## src/rtl/fp_packer.sv

```systemverilog
// Two-stage packer: turns an unpacked FP result (sign, exponent, significand, flags)
// into an IEEE-754 single or double word with full valid/ready backpressure.
module fp_packer #(
  parameter int EW = 11,
  parameter int FW = 53
) (
  input  logic          clk,
  input  logic          rst_n,
  input  logic          in_valid,
  output logic          in_ready,
  input  logic          db,
  input  logic          s,
  input  logic [EW-1:0] e,
  input  logic [FW-1:0] f,
  input  logic          is_nan,
  input  logic          is_inf,
  input  logic          is_zero,
  output logic          out_valid,
  input  logic          out_ready,
  output logic [63:0]   fp,
  output logic          ovf
);

  typedef enum logic [2:0] {
    SEL_NORM,
    SEL_DEN,
    SEL_ZERO,
    SEL_INF,
    SEL_NAN
  } sel_t;

  logic        s1_valid;
  logic        s1_db;
  logic        s1_s;
  sel_t        s1_sel;
  logic        s1_ovf;
  logic [10:0] s1_exp;
  logic [51:0] s1_frac;

  logic        s2_adv;
  logic        s1_adv;

  sel_t        in_sel;
  logic        in_sat;
  logic        exp_max;

  logic [63:0] asm_word;

  // A full pipeline still accepts when the consumer drains this cycle (no bubble).
  assign s2_adv   = !out_valid || out_ready;
  assign s1_adv   = s2_adv || !s1_valid;
  assign in_ready = s1_adv;

  always_comb begin
    // NOTE: every signal assigned here gets a default first, so no path can infer a latch.
    in_sel  = SEL_NORM;
    in_sat  = 1'b0;
    exp_max = db ? (e[10:0] == 11'h7FF) : (e[7:0] == 8'hFF);
    if (is_nan) begin
      in_sel = SEL_NAN;
    end else if (is_inf) begin
      in_sel = SEL_INF;
    end else if (is_zero) begin
      in_sel = SEL_ZERO;
    end else if (!f[52]) begin
      in_sel = SEL_DEN;
    end else if (exp_max) begin
      // A normal value with an all-ones exponent has overflowed the format.
      in_sel = SEL_INF;
      in_sat = 1'b1;
    end
  end

  // NOTE: sequential state uses non-blocking assignments so every flop samples pre-edge values.
  always_ff @(posedge clk or negedge rst_n) begin
    if (!rst_n) begin
      s1_valid <= 1'b0;
    end else if (s1_adv) begin
      s1_valid <= in_valid;
    end
  end

  // NOTE: payload flops carry no reset; s1_valid qualifies them, so stale contents are never observed.
  always_ff @(posedge clk) begin
    if (s1_adv && in_valid) begin
      s1_db   <= db;
      s1_s    <= s;
      s1_sel  <= in_sel;
      s1_ovf  <= in_sat;
      s1_exp  <= e[10:0];
      s1_frac <= f[51:0];
    end
  end

  always_comb begin
    asm_word = 64'h0;
    if (s1_db) begin
      case (s1_sel)
        SEL_NAN:  asm_word = 64'h7FF8_0000_0000_0000;
        SEL_INF:  asm_word = {s1_s, 11'h7FF, 52'h0};
        SEL_ZERO: asm_word = {s1_s, 63'h0};
        SEL_DEN:  asm_word = {s1_s, 11'h000, s1_frac};
        default:  asm_word = {s1_s, s1_exp, s1_frac};
      endcase
    end else begin
      // Single keeps the top 23 fraction bits; the rounder has already cleared the rest.
      case (s1_sel)
        SEL_NAN:  asm_word = {32'h0, 32'h7FC0_0000};
        SEL_INF:  asm_word = {32'h0, s1_s, 8'hFF, 23'h0};
        SEL_ZERO: asm_word = {32'h0, s1_s, 31'h0};
        SEL_DEN:  asm_word = {32'h0, s1_s, 8'h00, s1_frac[51:29]};
        default:  asm_word = {32'h0, s1_s, s1_exp[7:0], s1_frac[51:29]};
      endcase
    end
  end

  // Output register holds fp/ovf while the consumer stalls.
  always_ff @(posedge clk or negedge rst_n) begin
    if (!rst_n) begin
      out_valid <= 1'b0;
      fp        <= 64'h0;
      ovf       <= 1'b0;
    end else if (s2_adv) begin
      out_valid <= s1_valid;
      if (s1_valid) begin
        fp  <= asm_word;
        ovf <= s1_ovf;
      end
    end
  end

endmodule

```

## config.mk

```make
export PLATFORM = sky130hd
export DESIGN_NAME = fp_packer
export DESIGN_NICKNAME = d
export VERILOG_FILES = /design/src/rtl/fp_packer.sv
export SDC_FILE = /design/constraint.sdc
export NUM_CORES = 1
export LEC_CHECK = 0
export ABC_AREA = 1
export ABC_CLOCK_PERIOD_IN_PS = 6400
export CORE_ASPECT_RATIO = 1.75
export CORE_MARGIN = 2
export CORE_UTILIZATION = 52
export CTS_CLUSTER_DIAMETER = 100
export DETAILED_ROUTE_END_ITERATION = 6
export PLACE_DENSITY = 0.88
export REMOVE_ABC_BUFFERS = 1
export SYNTH_ARGS = -nofsm -noshare
export SYNTH_HDL_FRONTEND = slang
export SYNTH_SLANG_ARGS = --single-unit
```

## constraint.sdc

```tcl
create_clock -name clk -period 6.4 [get_ports clk]
set_clock_uncertainty 0.1 [all_clocks]
set_input_delay 1.6 -clock clk [delete_from_list [all_inputs] [get_ports clk]]
set_output_delay 1.6 -clock clk [all_outputs]
set_load 0.01 [all_outputs]
```

# After elaboration in Yosys (flattened, before gate mapping)
# Index checks and enable logic that the tools add are counted.
[totals] reg_bits=136 input_bits=73 output_inout_bits=67 wordCells=33
[op_classes] eq_ne=6 mux=9 bitwise=1 reduce_logical=7
[ops] operator="$pmux 64 s4" n=1
[ops] operator="$pmux 32 s4" n=1
[ops] operator="$mux 64" n=1
[ops] operator="$eq 11x11->1 const B" n=1
[ops] operator="$eq 8x8->1 const B" n=1
[ops] operator="$mux 2" n=4
[ops] operator="$eq 3x2->1 const B" n=2
[ops] operator="$reduce_or 4->1" n=1
[ops] operator="$eq 3x1->1 const B" n=1
[ops] operator="$eq 3x3->1 const B" n=1
[ops] operator="$logic_not 1->1" n=2
[ops] operator="$logic_or 1x1->1" n=2
[ops] operator="$mux 1" n=2
[ops] operator="$reduce_and 2->1" n=1
[ops] operator="$logic_and 1x1->1" n=1
[ops] operator="$not 1->1" n=1

# Logic depth before layout (Yosys ltp)
# Gate-level depths: netlist (run 1).
[depth] word_depth=6 ltp_mapped=8

# Least setup slack after synthesis (run 1)
# No wires, ideal clock.
[synth_path] path_kind="in2reg" start="input port out_ready" end="register s1_db, enable pin" setup_ps=423 arrival_time_ps=3215 required_time_ps=5877 slack_ps=2661 stages=4 path_buffers=0 cell_sequence="inv_1 > nand3_1 > nand2_1 > inv_1"
[synth_via] elab_chain_len=3
[synth_rtl] element="start: declaration" line_no="19" source="input logic out_ready,"
[synth_rtl] element="$logic_or 1x1->1" line_no="50" source="assign s2_adv = !out_valid || out_ready;"
[synth_rtl] element="$logic_or 1x1->1" line_no="51" source="assign s1_adv = s2_adv || !s1_valid;"
[synth_rtl] element="named net in_ready" line_no="10" source="output logic in_ready,"
[synth_rtl] element="$logic_and 1x1->1" line_no="85" source="if (s1_adv && in_valid) begin"
[synth_rtl] element="end signal: assignment" line_no="86" source="s1_db <= db;"
[synth_rtl] element="end: declaration" line_no="33" source="logic s1_db;"
# The timed path passes the listed nets, and every way through them passes these cells.
# A chain may end at the register's enable or synchronous reset.

# Worst setup path in the final report (run 1)
[layout_path] start="input port out_ready" end="output port in_ready"
[layout_via] elab_chain_len=2
[layout_rtl] element="$logic_or 1x1->1" line_no="50"
[layout_rtl] element="$logic_or 1x1->1" line_no="51"
[layout_rtl] element="end: declaration" line_no="10"
# Every way passes these cells.

==> metrics.md, run 1 <==
| Metric | Value |
|---|---|
| Multi-input gate area | between 0.001 and 0.0015 mm² |
| Worst R2R Start | s1_db$_DFFE_PP_ |
| PortBufs | around 140 |
| Routed vias/inst | roughly 5.2 |
| Worst Setup Start Kind | primary input |
| CP Class | primary input to primary output |
| Crit path max-delay cell type | clkdlybuf4s50_1 |
| Grt total ovfl | 0 |
| Critical Path AT | roughly 2800 ps |
| Crit path max-delay family | buffers and inverters |
| Leading area contributor after synthesis | edfxtp_1 |
| Final setup violation count | 0 |
| CP Cell Sequence | clkdlybuf4s50_1 > inv_1 > nand3_1 > clkdlybuf4s50_1 |
| Pin count of the biggest net entering global routing | 71 |
| Number of synthesized register bits | between 100 and 150 |
| Core area | about 0.0098 mm² |
| Placer Congestion | a little under 0.8 |
| Fillers | roughly 630 |
| Synth Instances | between 400 and 500 |
| Met1 usage | about a quarter |
| R2R cell count | 3 |
| Hold EP | ovf$_DFFE_PN0P_ |
| Busiest grt layer | met2 |
| Routed len/inst | approximately 17 µm |
| Reg2reg end | fp[51]$_DFFE_PN0P_ |
| Layout area overhead | 39.8% |
| Post-DP Area | between 0.006 and 0.007 mm² |
| P_leak | 0.00315 µW |
| Starting DRT DRC Count | 222 |
| Initial antenna violation count | 0 |
| Fin crit share | between 70% and 80% |
| Vias in the first global route | ~4.0k |
| Max Cap Viol | 0 |
| Global routing usage on met2 | about 44% |
| Post-CTS sizing | 0 |
| Register area | 0.00375 mm² |
| Total CTS buffers | 17 |
| Final slew viol count | 0 |
| Mapped Avg Cell Area | about 12 µm² |
| Final Hold Vio Count | 0 |
| Switching share of total power | between 20% and 30% |
| Worst hold start | s1_ovf$_SDFFCE_PP0P_ |
| Minimum clock period | approximately 4500 ps |
| Design Area, Final | between 0.007 and 0.008 mm² |
| Synth top area share | 40.0% |
| Ports | 140 |
| P_int | about 2000 µW |
| Slew @ Worst Pin | around 940 ps |
| Clock buffer depth | 2 |
| Final Non-Filler Cells | roughly 730 |
| Most used cell, CP | clkdlybuf4s50_1 |
| Clk slew on worst S/H paths | roughly 60 ps |
| Max rail drop VDD | 245 µV |
| Nets@finish | 663 |
| Power, Total | 2670 µW |
| Sequential power share | between 40% and 50% |
| Layout cells sized above 1 | between 8 and 9% |
| Die H | 136 µm |
| Worst-path fanout max | 3 |
| Clock Sinks | roughly 140 |
| Register area share after synthesis | between 70% and 80% |
| H-tree Lvls | 4 |
| Fin Setup TNS | 0 ps |
| Hold Path Class | flip-flop to flip-flop |
| Clk_lat worst skew | about 400 ps |
| Detailed placement HPWL | approximately 8400 µm |
| Cell Pwr Density | about 370 mW/mm² |
| Total Routing Usage GR | 24.5% |
| Util after Layout | around three quarters |
| Postcts setup bufs | 0 |
| ANT cells | 0 |
| Max incr delay on CP | about 560 ps |
| Post-route DRC | 0 |
| Crit. Startpoint | out_ready |
| YS warnings | 0 |
| Synth area leaders | edfxtp_1 (40%), dfrtp_1 (32%), nand2_1 (13%) |
| Reg2reg setup slack | between 3000 and 4000 ps |
| Buffers and inverters on the worst path | 3 |
| P_sw | 692 µW |
| Global-route wire length before repair | 19,400 µm |
| Initial DRT Pass Iterations | 5 |
| Outcome | finished, final reports clean |
| Clk pwr share | roughly 37% |
| Post-synthesis cell type count | 25 |
| CP endpoint kind | primary output |
| CTS tree | done |
| Mapped Area | between 0.005 and 0.006 mm² |
| Initial Util | between 50% and 60% |
| Via count | between 3k and 4k |
| Critical Path RT | between 4000 and 5000 ps |
| Die width | about 79 µm |
| Post-route ant nets | 0 |
| Cts-stage hold buffer count | 0 |
| Drt total wl | 12,600 µm |
| Fmax achieved | 223 MHz |
| Comb power frac | between 10% and 20% |
| Worst Hold Depth | 2 |
| Placed Cells | just under 700 |
| CTS root buf | clkbuf_16 |
| Row count | 48 |
| Slew headroom | between 30% and 40% |
| RSZ-0062 raised after global routing | no |
| Area of the die | 0.0108 mm² |
| Met3 Track Usage GR | 6.84% |
-- state kept, by name, summed over array words and instances, names as in the netlist --
register	count
s1_exp	11
out_valid	1
s1_ovf	1
s1_s	1
s1_sel	3
fp	64
s1_db	1
s1_valid	1
s1_frac	52
ovf	1
-- cell type report --
type                       instances  share of cell area, %
sequential                       136                   51.8
timing repair buffer             141                   19.4
multi-input combinational        264                   16.7
clock buffer                      18                   5.93
clock inverter                    14                   2.49
tap                              125                   2.16
inverter                          30                   1.55
-- cells by family after synthesis --
| logic type | synth area share [%] |
|---|---|
| AO/OA/AOI/OAI | 6.60 |
| buffers and inverters | 4.23 |
| flip-flops | 72.4 |
| AND/OR/NAND/NOR | 16.8 |
-- worst reg2reg max path, cell delays in order (launching register included) --
cell and delay [ps]:
edfxtp_1 800, inv_2 520, nor2_1 730, a22o_1 240
-- placed cells by master (no fill, tap or decap), drive strengths merged --
| master | synthesis | final |
|---|---|---|
| a22o | 1 | 1 |
| o31ai | 1 | 1 |
| nand3b | 1 | 1 |
| nand3 | 24 | 24 |
| clkbuf | 7 | 18 |
| clkdlybuf4s50 | 0 | 138 |
| buf | 13 | 3 |
| bufinv | 0 | 4 |
| o211ai | 21 | 21 |
| clkinv | 0 | 5 |
| inv | 30 | 31 |
| a21boi | 1 | 1 |
| clkinvlp | 0 | 4 |
| nor2 | 9 | 9 |
| o21a | 1 | 1 |
| edfxtp | 69 | 69 |
| a21oi | 1 | 1 |
| o21ai | 22 | 22 |
| dfrtp | 67 | 67 |
| nand2 | 180 | 180 |
| or2 | 2 | 2 |
-- routing by layer --
metal	vias up	part of all wire [%]	routed length [µm]
li1	1768	-	-
met1	1889	35	4460
met2	138	57	7230
met3	21	4.7	598
met4	0	2.6	324
met5	-	0	0
-- through the flow --
| step | hold slack, ps | setup slack (ps) |
|---|---|---|
| 2_1_floorplan | 318 | 2660 |
| 3_3_place_gp | 326 | 1960 |
| 3_5_place_dp | 339 | 1920 |
| 4_1_cts | 360 | 1930 |
| 5_1_grt | 395 | 1850 |
| 6_report | 359 | 1920 |
-- worst max-delay path by stage --
stage,slack [ps],endpoint,cells after the start
after floorplan,2660,s1_db$_DFFE_PP_,4
after global placement,1960,in_ready,4
after detailed placement,1920,in_ready,4
after CTS,1930,in_ready,4
after global routing,1850,in_ready,4
final,1920,in_ready,4
-- Yosys cell counts --
| library cell | n |
|---|---|
| a21boi_0 | 1 |
| a21oi_1 | 1 |
| a22o_1 | 1 |
| buf_1 | 1 |
| buf_2 | 7 |
| buf_4 | 4 |
| buf_6 | 1 |
| clkbuf_1 | 7 |
| dfrtp_1 | 67 |
| edfxtp_1 | 69 |
| inv_1 | 29 |
| inv_2 | 1 |
| nand2_1 | 177 |
| nand2_2 | 2 |
| nand2_4 | 1 |
| nand3_1 | 24 |
| nand3b_1 | 1 |
| nor2_1 | 8 |
| nor2_4 | 1 |
| o211ai_1 | 21 |
| o21a_1 | 1 |
| o21ai_0 | 12 |
| o21ai_2 | 10 |
| o31ai_1 | 1 |
| or2_2 | 2 |
-- power by group through the flow --
stage,logic (µW),registers [µW],clock network (µW)
after floorplan,159,1190,0
after global placement,512,1150,0
after detailed placement,534,1150,0
after CTS,538,1140,1010
after global routing,575,1150,1050
final,532,1140,997
(Power assumes the default switching activity.)
==> inputs of run 2 (changes only) <==
--- a/config.mk
+++ b/config.mk
@@ -6,13 +6,13 @@
 export NUM_CORES = 1
 export LEC_CHECK = 0
 export ABC_AREA = 1
-export ABC_CLOCK_PERIOD_IN_PS = 6400
+export ABC_CLOCK_PERIOD_IN_PS = 4700
 export CORE_ASPECT_RATIO = 1.75
 export CORE_MARGIN = 2
-export CORE_UTILIZATION = 52
+export CORE_UTILIZATION = 48
 export CTS_CLUSTER_DIAMETER = 100
 export DETAILED_ROUTE_END_ITERATION = 6
-export PLACE_DENSITY = 0.88
+export PLACE_DENSITY = 0.83
 export REMOVE_ABC_BUFFERS = 1
 export SYNTH_ARGS = -nofsm -noshare
 export SYNTH_HDL_FRONTEND = slang
==> constraint.sdc (replaced) <==
create_clock -name clk -period 4.7 [get_ports clk]
set_clock_uncertainty 0.1 [all_clocks]
set_input_delay 1.175 -clock clk [delete_from_list [all_inputs] [get_ports clk]]
set_output_delay 1.175 -clock clk [all_outputs]
set_load 0.01 [all_outputs]
==> metrics.md, run 2 (same netlist as run 1, synthesis figures left out) <==
| Metric | Value |
|---|---|
| Outcome | finished, final reports clean (unchanged) |
| Max rail drop VDD | 382 µV (was 245 µV) |
| Placed Cells | 702 (was 696) |
| Via count | 3,833 (was 3,816) |
| Largest registers | fp (64), s1_frac (52), s1_exp (11) (unchanged) |
| Vias in the first global route | 4,020 (was 3,978) |
| Placer Congestion | 0.783 (was 0.769) |
| RSZ-0062 raised after global routing | no (unchanged) |
| Slew headroom | 40.7% (was 37.5%) |
| PortBufs | 139 (unchanged) |
| Routed len/inst | 17.1 µm (was 17.3 µm) |
| P_leak | 0.00321 µW (was 0.00315 µW) |
| Final Non-Filler Cells | 734 (was 728) |
| Drt total wl | 12,600 µm (about the same) |
| Clock Sinks | 136 (unchanged) |
| Initial Util | 48.7% (was 52.9%) |
| Starting DRT DRC Count | 215 (was 222) |
| ANT cells | 0 (unchanged) |
| Final Hold Vio Count | 0 (unchanged) |
| Worst Hold Depth | 2 (unchanged) |
| Post-CTS sizing | 0 (unchanged) |
| Clk slew on worst S/H paths | 50 ps (was 60 ps) |
| Total CTS buffers | 17 (unchanged) |
| Pin count of the biggest net entering global routing | 68 (was 71) |
| Fin Setup TNS | 0 ps (unchanged) |
| Layout cells sized above 1 | 8.61% (was 8.13%) |
| Grt total ovfl | 0 (unchanged) |
| Final slew viol count | 0 (unchanged) |
| Core area | 0.0106 mm² (was 0.00979 mm²) |
| Post-route DRC | 0 (unchanged) |
| Sequential power share | 40.8% (was 42.8%) |
| Worst Setup Start Kind | primary input (unchanged) |
| Clk_lat worst skew | 410 ps (was 400 ps) |
| Buffers and inverters on the worst path | 3 (unchanged) |
| Initial DRT Pass Iterations | 5 (unchanged) |
| Row count | 50 (was 48) |
| CP endpoint kind | primary output (unchanged) |
| Initial antenna violation count | 0 (unchanged) |
| Clk pwr share | 40.1% (was 37.3%) |
| Largest Register | fp (unchanged) |
| Postcts setup bufs | 0 (unchanged) |
| Nets@finish | 664 (was 663) |
| Minimum clock period | ~3600 ps |
| Setup WS pre-CTS | 1080 ps (was 1920 ps) |
| Max Cap Viol | 0 (unchanged) |
| Worst-path fanout max | 3 (unchanged) |
| Routed vias/inst | 5.22 (was 5.24) |
| Clock buffer depth | 2 (unchanged) |
| Global-route wire length before repair | 19,400 µm (about the same) |
| Final setup violation count | 0 (unchanged) |
| Crit path max-delay cell type | clkdlybuf4s50_1 (unchanged) |
| Most common cell after layout, fill and taps aside | nand2_1 (unchanged) |
| Fillers | 779 (was 632) |
| Fin Hold WS | 367 ps (was 359 ps) |
| P_sw | 941 µW (was 692 µW) |
| P_int | 2870 µW (was 1980 µW) |
| Post-route ant nets | 0 (unchanged) |
| Ports | 140 (unchanged) |
| Cts-stage hold buffer count | 0 (unchanged) |
| H-tree Lvls | 4 (unchanged) |
| CTS tree | done (unchanged) |
| Comb power frac | 19.1% (was 19.9%) |
| Switching share of total power | 24.7% (was 25.9%) |
| Fmax achieved | 277 MHz |
| Critical Path AT | 2340 ps (was 2780 ps) |
| R2R cell count | 4 (was 3) |
| Crit path max-delay family | buffers and inverters (unchanged) |
| Most frequent cells in the layout | nand2_1 (177), clkdlybuf4s50_1 (138), edfxtp_1 (69), dfrtp_1 (67), inv_1 (28) (unchanged) |
| Slew @ Worst Pin | 890 ps (was 935 ps) |
| Total Routing Usage GR | 22.5% (was 24.5%) |
| Die H | 141 µm (was 136 µm) |
| Die width | 82.5 µm (was 79.4 µm) |
| Max reg flops | 64 (unchanged) |
| Cell Pwr Density | 518 mW/mm² (was 369 mW/mm²) |
| Detailed placement HPWL | 8280 µm (was 8400 µm) |
| Most used cell, CP | clkdlybuf4s50_1 (unchanged) |
| Hold Path Class | flip-flop to flip-flop (unchanged) |
| Setup WS post-layout | 1090 ps (was 1920 ps) |
| CP Class | primary input to primary output (unchanged) |
| Layout area overhead | 41.8% (was 39.8%) |
| CP Cell Sequence | clkdlybuf4s50_1 > inv_1 > nand3_1 > clkdlybuf4s50_1 (unchanged) |
| Max incr delay on CP | 560 ps (about the same) |
| Critical Path RT | 3420 ps (was 4700 ps) |
| Fin crit share | roughly three quarters |
| CTS root buf | clkbuf_16 (unchanged) |
| Worst path depth | 4 (unchanged) |
| Area of the die | 0.0117 mm² (was 0.0108 mm²) |
==> run 2: power by group through the flow <==
stage          combinational, µW  sequential, µW  clock (µW)
2_1_floorplan                217            1620           0
3_3_place_gp                 703            1560           0
3_5_place_dp                 728            1570           0
4_1_cts                      735            1550        1550
5_1_grt                      791            1570        1600
6_report                     728            1550        1530
==> run 2: final timing paths <==
kind                                 startpoint                 end  slack [ps]
min reg2reg                s1_ovf$_SDFFCE_PP0P_     ovf$_DFFE_PN0P_         370
max                                   out_ready            in_ready        1090
max in group asynchronous                 rst_n  fp[16]$_DFFE_PN0P_        3120
min in group asynchronous                 rst_n  fp[11]$_DFFE_PN0P_         760
min                        s1_ovf$_SDFFCE_PP0P_     ovf$_DFFE_PN0P_         370
max reg2reg                     s1_db$_DFFE_PP_  fp[57]$_DFFE_PN0P_        2220
==> run 2: worst min-delay path: cells and delay by family, from the launching register on <==
| family | cells | cell delay (ps) |
|---|---|---|
| AND/OR/NAND/NOR | 2 | 100 |
| flip-flops | 1 | 330 |
==> run 2: per-stage QoR <==
step | total power [µW] | util, % | instance area [µm²]
after floorplan | 1840 | - | 5070
after global placement | 2270 | 62.6 | 6660
after detailed placement | 2300 | 62.6 | 6660
after CTS | 3840 | 69.0 | 7340
after global routing | 3960 | 69.0 | 7340
final | 3810 | 69.0 | 7340
==> run 2: per-layer routing <==
metal  up-vias  wire length [µm]  global-route usage (%)
li1       1773                 -                       -
met1      1880              4490                    24.1
met2       159              7080                    40.3
met3        21               732                    6.11
met4         0               278                    9.49
met5         -                 0                       0
==> run 2: cell type report <==
type / count / area (µm²) / area share, %
timing repair buffer: 142 / 1420 / 19.4
tap: 130 / 163 / 2.22
clock buffer: 19 / 433 / 5.90
sequential: 136 / 3750 / 51.1
inverter: 30 / 113 / 1.53
multi-input combinational: 264 / 1210 / 16.5
clock inverter: 13 / 250 / 3.41
==> inputs of run 3 (changes only) <==
--- a/config.mk
+++ b/config.mk
@@ -6,13 +6,13 @@
 export NUM_CORES = 1
 export LEC_CHECK = 0
 export ABC_AREA = 1
-export ABC_CLOCK_PERIOD_IN_PS = 4700
+export ABC_CLOCK_PERIOD_IN_PS = 2980
 export CORE_ASPECT_RATIO = 1.75
 export CORE_MARGIN = 2
-export CORE_UTILIZATION = 48
+export CORE_UTILIZATION = 43
 export CTS_CLUSTER_DIAMETER = 100
 export DETAILED_ROUTE_END_ITERATION = 6
-export PLACE_DENSITY = 0.83
+export PLACE_DENSITY = 0.78
 export REMOVE_ABC_BUFFERS = 1
 export SYNTH_ARGS = -nofsm -noshare
 export SYNTH_HDL_FRONTEND = slang
==> constraint.sdc (replaced) <==
create_clock -name clk -period 2.98 [get_ports clk]
set_clock_uncertainty 0.1 [all_clocks]
set_input_delay 0.745 -clock clk [delete_from_list [all_inputs] [get_ports clk]]
set_output_delay 0.745 -clock clk [all_outputs]
set_load 0.01 [all_outputs]
==> metrics.md, run 3 (same netlist as run 1, synthesis figures left out) <==
| Metric | Value |
|---|---|
| Routed len/inst | 15.7 µm (was 17.1 µm) |
| Post-CTS sizing | 0 (unchanged) |
| Die H | 149 µm (was 141 µm) |
| Total Routing Usage GR | 18.7% (was 22.5%) |
| Clock buffer depth | 2 (unchanged) |
| Post-route DRC | 0 (unchanged) |
| R2R cell count | 6 (was 4) |
| Fin crit share | between 90 and 100% |
| Starting DRT DRC Count | 182 (was 215) |
| Critical Path RT | 2130 ps (was 3420 ps) |
| Crit. Startpoint | out_ready (unchanged) |
| Final setup violation count | 0 (unchanged) |
| CTS root buf | clkbuf_16 (unchanged) |
| Outcome | finished, final reports clean (unchanged) |
| Fin Hold WS | 333 ps (was 367 ps) |
| Most common cell after layout, fill and taps aside | nand2_1 (unchanged) |
| Placer Congestion | 0.759 (was 0.783) |
| Layout area overhead | 41.5% (was 41.8%) |
| Initial DRT Pass Iterations | 5 (unchanged) |
| PortBufs | 139 (unchanged) |
| Critical Path AT | 1890 ps (was 2340 ps) |
| Final slew viol count | 0 (unchanged) |
| Fin Setup TNS | 0 ps (unchanged) |
| Max reg flops | 64 (unchanged) |
| Initial Util | 43.6% (was 48.7%) |
| CP Class | primary input to primary output (unchanged) |
| Slew headroom | 42.2% (was 40.7%) |
| RSZ-0062 raised after global routing | no (unchanged) |
| Hold Path Class | primary input to async pin (was flip-flop to flip-flop) |
| Max rail drop VDD | 379 µV (was 382 µV) |
| Largest Register | fp (unchanged) |
| Power, Total | 5780 µW (was 3810 µW) |
| Area of the die | 0.0130 mm² (was 0.0117 mm²) |
| Worst Setup Start Kind | primary input (unchanged) |
| CP endpoint kind | primary output (unchanged) |
| Worst-path fanout max | 3 (unchanged) |
| Slew @ Worst Pin | 868 ps (was 890 ps) |
| Reg2reg end | fp[62]$_DFFE_PN0P_ (was fp[57]$_DFFE_PN0P_) |
| Clock Sinks | 136 (unchanged) |
| Total CTS buffers | 17 (unchanged) |
| Clk pwr share | 37.8% (was 40.1%) |
| Clk_lat worst skew | 400 ps (was 410 ps) |
| Grt total ovfl | 0 (unchanged) |
| Switching share of total power | 25.2% (was 24.7%) |
| CTS tree | done (unchanged) |
| Postcts setup bufs | 0 (unchanged) |
| Final Non-Filler Cells | 745 (was 734) |
| Placed Cells | 713 (was 702) |
| Clk slew on worst S/H paths | 60 ps (was 50 ps) |
| Core area | 0.0119 mm² (was 0.0106 mm²) |
| Routed vias/inst | 4.99 (was 5.22) |
| Nets@finish | 668 (was 664) |
| Row count | 53 (was 50) |
| Largest registers | fp (64), s1_frac (52), s1_exp (11) (unchanged) |
| Global-route wire length before repair | 18,200 µm (was 19,400 µm) |
| Drt total wl | 11,700 µm (was 12,600 µm) |
| Max Cap Viol | 0 (unchanged) |
| Cts-stage hold buffer count | 0 (unchanged) |
| Sequential power share | 42.2% (was 40.8%) |
| Die width | 87.0 µm (was 82.5 µm) |
| P_sw | 1460 µW (was 941 µW) |
| Most frequent cells in the layout | nand2_1 (177), clkdlybuf4s50_1 (138), edfxtp_1 (69), dfrtp_1 (67), inv_1 (28) (unchanged) |
| Pin count of the biggest net entering global routing | 70 (was 68) |
| Reg2reg setup slack | 1010 ps (was 2220 ps) |
| Detailed placement HPWL | 8070 µm (was 8280 µm) |
| Initial antenna violation count | 0 (unchanged) |
| Worst R2R Start | s1_db$_DFFE_PP_ (unchanged) |
| H-tree Lvls | 4 (unchanged) |
| Post-route ant nets | 0 (unchanged) |
| Final Hold Vio Count | 0 (unchanged) |
| Minimum clock period | approximately 2700 ps |
| Util after Layout | 61.7% (was 69.0%) |
| P_leak | 0.00321 µW (about the same) |
| Comb power frac | 20.0% (was 19.1%) |
| P_int | 4320 µW (was 2870 µW) |
| Ports | 140 (unchanged) |
| ANT cells | 0 (unchanged) |
| Via count | 3,717 (was 3,833) |
| Vias in the first global route | 3,728 (was 4,020) |
| Layout cells sized above 1 | 9.38% (was 8.61%) |
| Cell Pwr Density | 788 mW/mm² (was 518 mW/mm²) |
| Fmax achieved | between 300 and 400 MHz |
## run 3: changes by cell type in the layout (fill, tap and decap cells not counted)
cell,previous run,this run
buf_4,3,7
bufinv_16,7,4
clkbuf_1,2,1
clkbuf_8,0,2
clkinv_2,3,4
clkinv_4,2,3
## run 3: metrics by stage
step / worst slack [ps] / cell area [µm²]
after global placement: 249 / 6700
after CTS: 246 / 7330
after global routing: 222 / 7330
after floorplan: 96.4 / 5070
after detailed placement: 256 / 6700
final: 248 / 7330
## run 3: worst max-delay path by stage
stage / end / slack, ps / depth (start not counted)
after floorplan: s1_db$_DFFE_PP_ / 100 / 4
after global placement: in_ready / 250 / 4
after detailed placement: in_ready / 260 / 4
after CTS: in_ready / 250 / 4
after global routing: in_ready / 220 / 4
final: in_ready / 250 / 4
## run 3: per-layer routing
layer  global-route usage [%]  vias up  routed length, µm
met1                     20.1     1800               4460
met2                     33.5      113               6460
met4                     9.53        0                320
li1                         -     1786                  -
met5                        0        -                  0
met3                     4.32       18                486
## run 3: area by class of cell
| class | count | area (µm²) |
|---|---|---|
| inverter | 30 | 113 |
| timing repair buffer | 146 | 1450 |
| clock inverter | 12 | 174 |
| clock buffer | 20 | 457 |
| fill | 954 | 4540 |
| sequential | 136 | 3750 |
| multi-input combinational | 264 | 1210 |
| tap | 137 | 171 |
## run 3: critical path, stage by stage
cell,delay (ps)
clkdlybuf4s50_1,450
inv_1,50
nand3_1,100
clkdlybuf4s50_1,550
## run 3: power groups by stage
stage | sequential [µW] | clock [µW] | combinational (µW)
finish | 2440 | 2190 | 1150
global route | 2470 | 2300 | 1250
CTS | 2440 | 2230 | 1170
detailed placement | 2470 | 0 | 1160
global placement | 2460 | 0 | 1130
floorplan | 2550 | 0 | 342
